--- config.mk ---
export PLATFORM = sky130hd
export DESIGN_NAME = board_ctrl
export DESIGN_NICKNAME = d
export VERILOG_FILES = /design/src/rtl/game_pkg.sv /design/src/rtl/rr_arb2.sv /design/src/rtl/board_ctrl.sv
export SDC_FILE = /design/constraint.sdc
export NUM_CORES = 1
export LEC_CHECK = 0
export CORE_ASPECT_RATIO = 1.2
export CORE_MARGIN = 10
export CORE_UTILIZATION = 30
export CTS_BUF_LIST = sky130_fd_sc_hd__clkbuf_2
export DETAILED_ROUTE_END_ITERATION = 10
export PLACE_DENSITY = 0.55
export SYNTH_ARGS = -nofsm -noshare
export SYNTH_HDL_FRONTEND = slang
export SYNTH_SLANG_ARGS = --single-unit
--- constraint.sdc ---
create_clock -name clk -period 5.5 [get_ports clk]
set_input_delay 0.55 -clock clk [delete_from_list [all_inputs] [get_ports clk]]
set_output_delay 0.55 -clock clk [all_outputs]
set_load 0.005 [all_outputs]
--- src/rtl/game_pkg.sv ---
// rtl/game_pkg.sv - shared cell/state/response types and board geometry for board_ctrl and the draw stage
package game_pkg;

  localparam int GRID_N_DEF     = 10;
  localparam int SHIP_CELLS_DEF = 17;

  localparam int CELL_PX   = 32;
  localparam int BOARD0_X0 = 96;
  localparam int BOARD0_Y0 = 192;
  localparam int BOARD1_X0 = 608;
  localparam int BOARD1_Y0 = 192;

  typedef enum logic [1:0] {
    CELL_EMPTY = 2'd0,
    CELL_SHIP  = 2'd1,
    CELL_MISS  = 2'd2,
    CELL_HIT   = 2'd3
  } cell_t;

  typedef enum logic [1:0] {
    GS_CLEAR     = 2'd0,
    GS_SETUP     = 2'd1,
    GS_PLAY      = 2'd2,
    GS_GAME_OVER = 2'd3
  } game_state_t;

  typedef enum logic [1:0] {
    RESP_OK      = 2'd0,
    RESP_HIT     = 2'd1,
    RESP_MISS    = 2'd2,
    RESP_INVALID = 2'd3
  } resp_t;

endpackage

--- src/rtl/rr_arb2.sv ---
// rtl/rr_arb2.sv - two-requester round-robin arbiter; pointer names the favoured requester
module rr_arb2 (
  input  logic       clk,
  input  logic       rst_n,
  input  logic [1:0] req,
  input  logic       clr,
  output logic [1:0] gnt
);

  logic ptr_q, ptr_d;

  always_comb begin
    gnt   = 2'b00;
    ptr_d = ptr_q;
    if (req == 2'b11) begin
      gnt = ptr_q ? 2'b10 : 2'b01;
    end else begin
      gnt = req;
    end
    if (clr) begin
      ptr_d = 1'b0;
    end else if (gnt[0]) begin
      ptr_d = 1'b1;
    end else if (gnt[1]) begin
      ptr_d = 1'b0;
    end
  end

  always_ff @(posedge clk or negedge rst_n) begin
    if (!rst_n) begin
      ptr_q <= 1'b0;
    end else begin
      ptr_q <= ptr_d;
    end
  end

endmodule

--- src/rtl/board_ctrl.sv ---
// rtl/board_ctrl.sv - game sequencer and owner of both players' board cells, with a draw-side read port
module board_ctrl
  import game_pkg::*;
#(
  parameter int GRID_N     = GRID_N_DEF,
  parameter int SHIP_CELLS = SHIP_CELLS_DEF
) (
  input  logic       clk,
  input  logic       rst,
  input  logic [1:0] req_valid,
  output logic [1:0] req_ready,
  input  logic [7:0] req_x,
  input  logic [7:0] req_y,
  output logic       resp_valid,
  output logic       resp_player,
  output logic [1:0] resp_code,
  input  logic       rd_board,
  input  logic [3:0] rd_x,
  input  logic [3:0] rd_y,
  output logic [1:0] rd_cell,
  output logic [1:0] game_state,
  output logic       turn,
  output logic       winner,
  output logic [4:0] placed0,
  output logic [4:0] placed1,
  output logic [4:0] hits0,
  output logic [4:0] hits1
);

  localparam int NCELL = GRID_N * GRID_N;
  localparam int IW    = $clog2(NCELL);

  localparam logic [1:0]    ST_CLEAR     = GS_CLEAR;
  localparam logic [1:0]    ST_SETUP     = GS_SETUP;
  localparam logic [1:0]    ST_PLAY      = GS_PLAY;
  localparam logic [1:0]    ST_GAME_OVER = GS_GAME_OVER;
  localparam logic [4:0]    SHIPS        = 5'(SHIP_CELLS);
  localparam logic [IW-1:0] LAST_IDX     = IW'(NCELL - 1);

  logic [1:0]    board_q [2][NCELL];
  logic [1:0]    board_d [2][NCELL];
  logic [1:0]    state_q, state_d;
  logic          turn_q, turn_d;
  logic          winner_q, winner_d;
  logic [4:0]    placed_q [2];
  logic [4:0]    placed_d [2];
  logic [4:0]    hits_q [2];
  logic [4:0]    hits_d [2];
  logic          exec_q, exec_d;
  logic          ex_p_q, ex_p_d;
  logic [3:0]    ex_x_q, ex_x_d;
  logic [3:0]    ex_y_q, ex_y_d;
  logic [IW-1:0] clr_cnt_q, clr_cnt_d;
  logic          resp_valid_q, resp_valid_d;
  logic          resp_player_q, resp_player_d;
  logic [1:0]    resp_code_q, resp_code_d;
  logic [1:0]    rd_cell_q, rd_cell_d;

  logic [1:0]    elig;
  logic [1:0]    gnt;
  logic          arb_clr;
  logic          ex_in_range;
  logic [IW-1:0] ex_idx;
  logic          ex_board;
  logic [1:0]    ex_cell;
  logic          rd_in_range;
  logic [IW-1:0] rd_idx;

  // Nobody may start a command while the previous one executes.
  always_comb begin
    elig = 2'b00;
    if (!exec_q) begin
      if (state_q == ST_SETUP) begin
        elig[0] = placed_q[0] < SHIPS;
        elig[1] = placed_q[1] < SHIPS;
      end else if (state_q == ST_PLAY) begin
        elig[turn_q] = 1'b1;
      end
    end
  end

  assign arb_clr = (state_q == ST_CLEAR) && (clr_cnt_q == LAST_IDX);

  rr_arb2 u_arb (
    .clk   (clk),
    .rst_n (rst),
    .req   (req_valid & elig),
    .clr   (arb_clr),
    .gnt   (gnt)
  );

  always_comb begin
    board_d       = board_q;
    state_d       = state_q;
    turn_d        = turn_q;
    winner_d      = winner_q;
    placed_d      = placed_q;
    hits_d        = hits_q;
    exec_d        = 1'b0;
    ex_p_d        = ex_p_q;
    ex_x_d        = ex_x_q;
    ex_y_d        = ex_y_q;
    clr_cnt_d     = clr_cnt_q;
    resp_valid_d  = 1'b0;
    resp_player_d = resp_player_q;
    resp_code_d   = resp_code_q;

    ex_in_range = (32'(ex_x_q) < GRID_N) && (32'(ex_y_q) < GRID_N);
    ex_idx      = IW'(32'(ex_y_q) * GRID_N + 32'(ex_x_q));
    // Placements land on the player's own board, shots on the opponent's.
    ex_board    = (state_q == ST_PLAY) ? ~ex_p_q : ex_p_q;
    ex_cell     = board_q[ex_board][ex_idx];

    if (|gnt) begin
      exec_d = 1'b1;
      ex_p_d = gnt[1];
      ex_x_d = gnt[1] ? req_x[7:4] : req_x[3:0];
      ex_y_d = gnt[1] ? req_y[7:4] : req_y[3:0];
    end

    if (exec_q) begin
      resp_valid_d  = 1'b1;
      resp_player_d = ex_p_q;
      resp_code_d   = RESP_INVALID;
      if (state_q == ST_SETUP) begin
        if (ex_in_range && ex_cell != CELL_SHIP) begin
          board_d[ex_board][ex_idx] = CELL_SHIP;
          placed_d[ex_p_q]          = placed_q[ex_p_q] + 5'd1;
          resp_code_d               = RESP_OK;
          if (placed_d[0] == SHIPS && placed_d[1] == SHIPS) begin
            state_d = ST_PLAY;
            turn_d  = 1'b0;
          end
        end
      end else if (state_q == ST_PLAY && ex_in_range) begin
        if (ex_cell == CELL_SHIP) begin
          board_d[ex_board][ex_idx] = CELL_HIT;
          hits_d[ex_p_q]            = hits_q[ex_p_q] + 5'd1;
          resp_code_d               = RESP_HIT;
          if (hits_d[ex_p_q] == SHIPS) begin
            state_d  = ST_GAME_OVER;
            winner_d = ex_p_q;
          end else begin
            turn_d = ~turn_q;
          end
        end else if (ex_cell == CELL_EMPTY) begin
          board_d[ex_board][ex_idx] = CELL_MISS;
          resp_code_d               = RESP_MISS;
          turn_d                    = ~turn_q;
        end
      end
    end

    case (state_q)
      ST_GAME_OVER: begin
        if (|req_valid) begin
          state_d   = ST_CLEAR;
          clr_cnt_d = '0;
        end
      end
      ST_CLEAR: begin
        board_d[0][clr_cnt_q] = CELL_EMPTY;
        board_d[1][clr_cnt_q] = CELL_EMPTY;
        if (clr_cnt_q == LAST_IDX) begin
          state_d   = ST_SETUP;
          clr_cnt_d = '0;
          turn_d    = 1'b0;
          winner_d  = 1'b0;
          placed_d  = '{default: 5'd0};
          hits_d    = '{default: 5'd0};
        end else begin
          clr_cnt_d = clr_cnt_q + 1'b1;
        end
      end
      default: ;
    endcase
  end

  assign rd_in_range = (32'(rd_x) < GRID_N) && (32'(rd_y) < GRID_N);
  assign rd_idx      = IW'(32'(rd_y) * GRID_N + 32'(rd_x));
  assign rd_cell_d   = rd_in_range ? board_q[rd_board][rd_idx] : CELL_EMPTY;

  always_ff @(posedge clk or negedge rst) begin
    if (!rst) begin
      for (int b = 0; b < 2; b++) begin
        for (int i = 0; i < NCELL; i++) begin
          board_q[b][i] <= CELL_EMPTY;
        end
        placed_q[b] <= 5'd0;
        hits_q[b]   <= 5'd0;
      end
      state_q       <= ST_SETUP;
      turn_q        <= 1'b0;
      winner_q      <= 1'b0;
      exec_q        <= 1'b0;
      ex_p_q        <= 1'b0;
      ex_x_q        <= 4'd0;
      ex_y_q        <= 4'd0;
      clr_cnt_q     <= '0;
      resp_valid_q  <= 1'b0;
      resp_player_q <= 1'b0;
      resp_code_q   <= RESP_OK;
      rd_cell_q     <= CELL_EMPTY;
    end else begin
      board_q       <= board_d;
      placed_q      <= placed_d;
      hits_q        <= hits_d;
      state_q       <= state_d;
      turn_q        <= turn_d;
      winner_q      <= winner_d;
      exec_q        <= exec_d;
      ex_p_q        <= ex_p_d;
      ex_x_q        <= ex_x_d;
      ex_y_q        <= ex_y_d;
      clr_cnt_q     <= clr_cnt_d;
      resp_valid_q  <= resp_valid_d;
      resp_player_q <= resp_player_d;
      resp_code_q   <= resp_code_d;
      rd_cell_q     <= rd_cell_d;
    end
  end

  assign req_ready   = gnt;
  assign resp_valid  = resp_valid_q;
  assign resp_player = resp_player_q;
  assign resp_code   = resp_code_q;
  assign rd_cell     = rd_cell_q;
  assign game_state  = state_q;
  assign turn        = turn_q;
  assign winner      = winner_q;
  assign placed0     = placed_q[0];
  assign placed1     = placed_q[1];
  assign hits0       = hits_q[0];
  assign hits1       = hits_q[1];

endmodule
==> impl_metrics.tcl, run 1 <==
set metrics [dict create \
    combinationalPowerShare_pct 61.6 \
    tightestPinTransition_ps 1320 \
    drtIter0Drc 2872 \
    met1_length_um 45200 \
    clk_latency_ps 1350 \
    dp_cells 4098 \
    multi_input_area_um2 15000 \
    final_hold_viol_count 0 \
    power_frac_seq_pct 24.2 \
    cts_buffer_depth 3 \
    hpwlAfterDp_um 82700 \
    wl_per_cell_um 28.4 \
    endpoint_kind "flop" \
    cts_tree "built" \
    critPathMaxStageDelay_ps 580 \
    die-area_um2 105000 \
    synth_top_family_by_area "compound AO/OA/AOI/OAI gates" \
    drv_cap 0 \
    cp.arrival_ps 6380 \
    synth_cell_types 86 \
    firstDrtPassIters 9 \
    ios 61 \
    drc 0 \
    leakagePower_nw 12.0 \
    nNetsFinal 3062 \
    dieWidth_um 297 \
    nFillCells 9494 \
    hold_class "input pin to flop" \
    seq_area_frac_synth_pct 40.5 \
    setup_viol 0 \
    cts_buffers 116 \
    dr_wl_met2_um 54300 \
    syn_area_um2 27700 \
    grt_overflow 0 \
    cp_data_required_time_ps 6600 \
    power_density_nw_per_um2 551 \
    wl_met3_um 13900 \
    slowest_stage "dfstp_2" \
    gp_congestion 1.02 \
    clkSinkCount 448 \
    path_clk_slew_ps 100 \
    yosys_warnings 0 \
    synth_mux_area_share_pct 16.0 \
    netSwitchingPower_mw 9.81 \
    seq_area_um2 11200 \
    fin_crit_sh_pct 95.9 \
    ys_async_sr_fraction_pct 100 \
    path_common_cell "buf_4" \
    ant_nets 0 \
    dieHeight_um 353 \
    fmax_mhz 190 \
    netlist_instances 2901 \
    synth_compound_area_share_pct 21.8 \
    rows 121 \
    root_buffer "clkbuf_2" \
    core-area_um2 91100 \
    vdd_drop_max_mv 0.584 \
    setup_tns_ps 0 \
    slew_viol_final 0 \
    synth_edf_count 0 \
    wirelength_um 123000 \
    status "complete, no violations" \
    synth-seq-cells 448 \
    netSwitchingFraction_pct 56.5 \
    clkPwrFrac_pct 14.2 \
    slew_headroom_pct 11.7 \
    grt_pass1_vias 26100 \
    grt_pass1_wl_um 180000 \
    critPathLaunchType "flop" \
    final_util_pct 34.6 \
    syn_avg_cell_area_um2 9.54 \
    instances_no_fill 4331 \
    ys.flop_type "dfrtp_1" \
    synth_nets 2954 \
    dr.max_layer_used "met5" \
    rsz0062_at_grt "no" \
    crit_buf_inv 6 \
    grt_antenna_before_repair 6 \
    fin_skew_ps 150 \
    gr-usage-all-layers_pct 22.5 \
    critical_path.top_delay_family "buffers and inverters" \
    path_class "flop to flop" \
    avgViaCountPerCell 6.22 \
    drive_gt1_share_pct 18.0 \
    cp_max_fo 88 \
    crit_chain "inv_1, ha_1, buf_4, xnor2_4, buf_4, mux4_2, nand2_1, a31oi_1, o41ai_2, buf_4, nand4_1, buf_4, nor2_4, buf_12, a21oi_1, a211oi_1" \
    internal-power_mw 7.57 \
    grt_max_degree 129 \
    vias 26900 \
    syn_to_final_growth_pct 14.0 \
    total_power_mw 17.4 \
    start_util_pct 30.4 \
    synth_xor_area_share_pct 0.841 \
    synthSimpleGateAreaFrac_pct 14.0 \
    post_cts_buffers 0 \
    synthAdderAreaFrac_pct 1.19 \
    port_buffers 60 \
    fin_crit_ps 5280 \
    cts.htree.levels 3 \
]
==> sequential cells by signal (all words and copies together) (netlist names), 2 cells and up <==
register    cells
rd_cell         2
clr_cnt_q       7
board_q       400
placed1         5
hits1           5
resp_code       2
ex_y_q          4
placed0         5
game_state      2
ex_x_q          4
hits0           5
==> logic make-up after synthesis <==
logic type	after synthesis
AND/OR/NAND/NOR	841
AO/OA/AOI/OAI	949
XOR/XNOR	24
multiplexers	249
flip-flops	448
adder cells (fa/ha/maj)	24
buffers and inverters	366
==> power groups by stage <==
stage	sequential [mW]	combinational, mW	clock [mW]
final	4.21	10.7	2.47
after global routing	4.25	10.7	2.66
after CTS	4.19	10.2	2.50
after detailed placement	4.25	10.1	0
after global placement	4.25	10.1	0
after floorplan	4.00	5.48	0
==> final cells by class <==
cell class / count / share of cell area, %
multi-input cells: 2087 / 47.5
flip-flops and latches: 448 / 35.5
repair buffers: 236 / 7.29
well taps: 1230 / 4.88
clock buffers: 164 / 2.60
inverters: 120 / 1.43
clock inverters: 43 / 0.726
diodes: 3 / 0.0238
==> routing by layer <==
| layer | track usage [%] | up-vias |
|---|---|---|
| li1 | - | 11300 |
| met1 | 27.4 | 13300 |
| met2 | 34.0 | 1864 |
| met3 | 6.10 | 534 |
| met4 | 15.9 | 2 |
| met5 | 0 | - |
==> what timing repair did <==
item | CTS | global route
gates resized for setup | 0 | 2
hold endpoints to repair | 452 | 0
hold buffers | 23 | 0
endpoints found under the setup margin | 0 | 282
==> synthesized netlist by cell type, types with 72 or more instances <==
library cell | count | area share (%)
clkbuf_1 | 138 | 1.9
a31oi_1 | 116 | 2.6
a211oi_1 | 106 | 2.9
inv_1 | 119 | 1.6
nor3_1 | 152 | 2.7
o21ai_0 | 150 | 2.7
a21oi_1 | 314 | 5.7
mux4_2 | 145 | 12
mux2i_1 | 72 | 2.6
nand2_1 | 180 | 2.4
nor2_1 | 312 | 4.2
dfrtp_1 | 447 | 40
nand3_1 | 75 | 1.4
==> worst paths after layout <==
check,start,endpoint,slack [ps],cells past startpoint
max,game_state[0],board_q[307],220,16
min,req_valid[1],game_state[1],80,4
max reg2reg,game_state[0],board_q[307],220,16
min reg2reg,resp_player,resp_player,530,1
max in group asynchronous,rst,ex_x_q[0],4180,4
min in group asynchronous,rst,board_q[289],460,4
==> worst register-to-register path, delay by kind of cell (launching register included) <==
| kind | cells | cell delay (ps) |
|---|---|---|
| AO/OA/AOI/OAI | 4 | 1190 |
| AND/OR/NAND/NOR | 3 | 360 |
| flip-flops | 1 | 580 |
| multiplexers | 1 | 590 |
| adder cells (fa/ha/maj) | 1 | 300 |
| buffers and inverters | 6 | 1560 |
| XOR/XNOR | 1 | 500 |
==> layout by cell type (no fill, tap or decap), types with 14 or more instances in the layout <==
| cell | count |
|---|---|
| nand2_1 | 179 |
| xnor2_1 | 16 |
| a311oi_1 | 64 |
| dlygate4sd3_1 | 22 |
| clkbuf_2 | 164 |
| o211ai_1 | 31 |
| buf_12 | 24 |
| o21ai_0 | 150 |
| nor3_1 | 148 |
| a21oi_1 | 314 |
| o22ai_1 | 24 |
| a211oi_1 | 106 |
| clkdlybuf4s50_1 | 57 |
| mux2i_1 | 72 |
| buf_4 | 130 |
| inv_1 | 119 |
| nor2_1 | 304 |
| nand4_1 | 15 |
| o31ai_1 | 40 |
| nand3b_1 | 14 |
| a31oi_1 | 116 |
| nand3_1 | 73 |
| mux2_2 | 26 |
| nor2b_1 | 18 |
| dfrtp_1 | 445 |
| ha_1 | 18 |
| clkinv_1 | 32 |
| mux4_2 | 145 |
==> through the flow <==
step                      instance area (um^2)  hold WS (ps)  worst slack [ps]
after CTS                                31500          28.8               121
after global routing                     31600           111              76.1
after detailed placement                 30200           499               195
after floorplan                          27700           254              1330
after global placement                   30200           497               227
final                                    31600          83.1               224
Power figures use the tool's default switching activity.
==> run 2: changes to the inputs <==
--- a/config.mk
+++ b/config.mk
@@ -5,12 +5,15 @@
 export SDC_FILE = /design/constraint.sdc
 export NUM_CORES = 1
 export LEC_CHECK = 0
+export CELL_PAD_IN_SITES_DETAIL_PLACEMENT = 0
+export CELL_PAD_IN_SITES_GLOBAL_PLACEMENT = 1
 export CORE_ASPECT_RATIO = 1.2
 export CORE_MARGIN = 10
 export CORE_UTILIZATION = 30
 export CTS_BUF_LIST = sky130_fd_sc_hd__clkbuf_2
 export DETAILED_ROUTE_END_ITERATION = 10
-export PLACE_DENSITY = 0.55
+export PLACE_DENSITY = 0.64
+export REMOVE_ABC_BUFFERS = 1
 export SYNTH_ARGS = -nofsm -noshare
 export SYNTH_HDL_FRONTEND = slang
 export SYNTH_SLANG_ARGS = --single-unit
==> impl_metrics.tcl, run 2 (same netlist as run 1, synthesis figures left out) <==
set metrics [dict create \
    status "complete, no violations" \
    setup_viol 0 \
    ios 61 \
    total_power_mw 17.8 \
    wirelength_um 130000 \
    fin_hold_ws_ps 141 \
    leakagePower_nw 12.2 \
    fin_skew_ps 171 \
    hpwlAfterDp_um 87700 \
    path_clk_slew_ps 100 \
    tightestPinTransition_ps 1250 \
    hold_class "input pin to flop" \
    critPathLaunchType "flop" \
    vias 27200 \
    gp_congestion 0.971 \
    layout.cells.most_common "dfrtp_1" \
    fin_crit_sh_pct 98.8 \
    setup_tns_ps 0 \
    clkSinkCount 448 \
    final_hold_viol_count 0 \
    core-area_um2 91100 \
    largest_reg_flops 400 \
    power_density_nw_per_um2 557 \
    path_class "flop to flop" \
    fin_crit_ps 5430 \
    grt_overflow 0 \
    ant_nets 0 \
    die-area_um2 105000 \
    path_common_cell "buf_4" \
    slowest_stage "fa_2" \
    pre_cts_slack_ps 6.94 \
    dieHeight_um 353 \
    port_buffers 60 \
    fmax_mhz 184 \
    cts.htree.levels 3 \
    cts_buffers 120 \
    dpl_cell_area_um2 30500 \
    cp_max_fo 34 \
    worst_slack_ps 66.5 \
    grt_pass1_wl_um 189000 \
    start_util_pct 30.4 \
    reg_top3 "board_q: 400 flops, clr_cnt_q: 7 flops" \
    avgViaCountPerCell 6.23 \
    instances_no_fill 4362 \
    critPathMaxStageDelay_ps 790 \
    drtIter0Drc 3352 \
    grt_antenna_before_repair 11 \
    dieWidth_um 297 \
    slew_headroom_pct 16.5 \
    crit_chain "ha_2, fa_2, nand3b_1, buf_12, nor2_2, buf_4, a222oi_1, o211ai_1, a22o_1, o41ai_2, buf_4, nand4_1, buf_4, nor3_4, buf_12, buf_4, nor3_1, nor3_1" \
    vdd_drop_max_mv 0.593 \
    drive_gt1_share_pct 19.1 \
    cts_tree "built" \
    clk_latency_ps 1400 \
    cp_data_required_time_ps 6670 \
    grt_max_degree 112 \
    nFillCells 9579 \
    root_buffer "clkbuf_2" \
    fin_area_um2 31900 \
    syn_to_final_growth_pct 15.3 \
    rsz0062_at_grt "no" \
    slew_viol_final 0 \
    dp_cells 4117 \
    cp.arrival_ps 6610 \
    drv_cap 0 \
    mostFrequentLayoutCells "dfrtp_1, a21oi_1, nor2_1, nand2_1, clkbuf_2" \
    wl_per_cell_um 29.8 \
    top_register "board_q" \
    gr-usage-all-layers_pct 23.9 \
    grt_pass1_vias 26500 \
    nNetsFinal 3090 \
    final_util_pct 35.0 \
    drc 0 \
    endpoint_kind "flop" \
    rows 121 \
    cts_buffer_depth 3 \
    firstDrtPassIters 6 \
]
## run 2: changes by cell type in the layout (fill, tap and decap cells not counted), sizes merged
cell / delta
clkinvlp: +2
dlygate4sd3: -2
inv: -2
bufinv: -2
clkbuf: +9
buf: +26
clkinv: -4
diode: +4
## run 2: final timing paths
kind | start | cells after the start | to | slack [ps]
worst max-delay path | ex_x_q[1] | 18 | board_q[374] | 70
worst min-delay path | req_valid[1] | 5 | u_arb.ptr_q | 140
worst max register to register | ex_x_q[1] | 18 | board_q[374] | 70
worst min register to register | board_q[168] | 2 | board_q[168] | 530
max in group asynchronous | rst | 4 | ex_x_q[0] | 4320
min in group asynchronous | rst | 4 | board_q[106] | 410
## run 2: power breakdown
| group | internal (mW) | total, mW | switching [mW] |
|---|---|---|---|
| clock | 0.845 | 2.46 | 1.61 |
| combinational | 3.15 | 11.1 | 7.97 |
| sequential | 3.71 | 4.21 | 0.499 |
## run 2: layer usage
metal  track usage [%]  routed length (um)
met1              28.7               48100
met2              36.6               57700
met3              6.56               13300
met4              17.3               10700
met5             0.778                 165
## run 2: final cells by class
cell class              instances  area (um^2)  share of cell area, %
multi-input cells            2087        15000                   47.1
well taps                    1230         1540                   4.82
inverters                     120          450                   1.41
flip-flops and latches        448        11200                   35.2
clock buffers                 173          866                   2.71
diodes                          7         17.5                 0.0549
repair buffers                260         2640                   8.27
clock inverters                37          158                  0.494
## run 2: what timing repair did
item                                    CTS  global route
buffers inserted                          5             2
gates resized for setup                   0             3
pin swaps                                 1             0
endpoints found under the setup margin   20           302
hold buffers                             21             0
hold endpoints to repair                285             0
## run 2: critical path: cells and delay by family, from the launching register on
kind / cells / cell delay, ps
compound gates: 4 / 1510
buf+inv: 6 / 1400
fa+ha+maj: 2 / 990
simple gates: 6 / 920
flops: 1 / 410
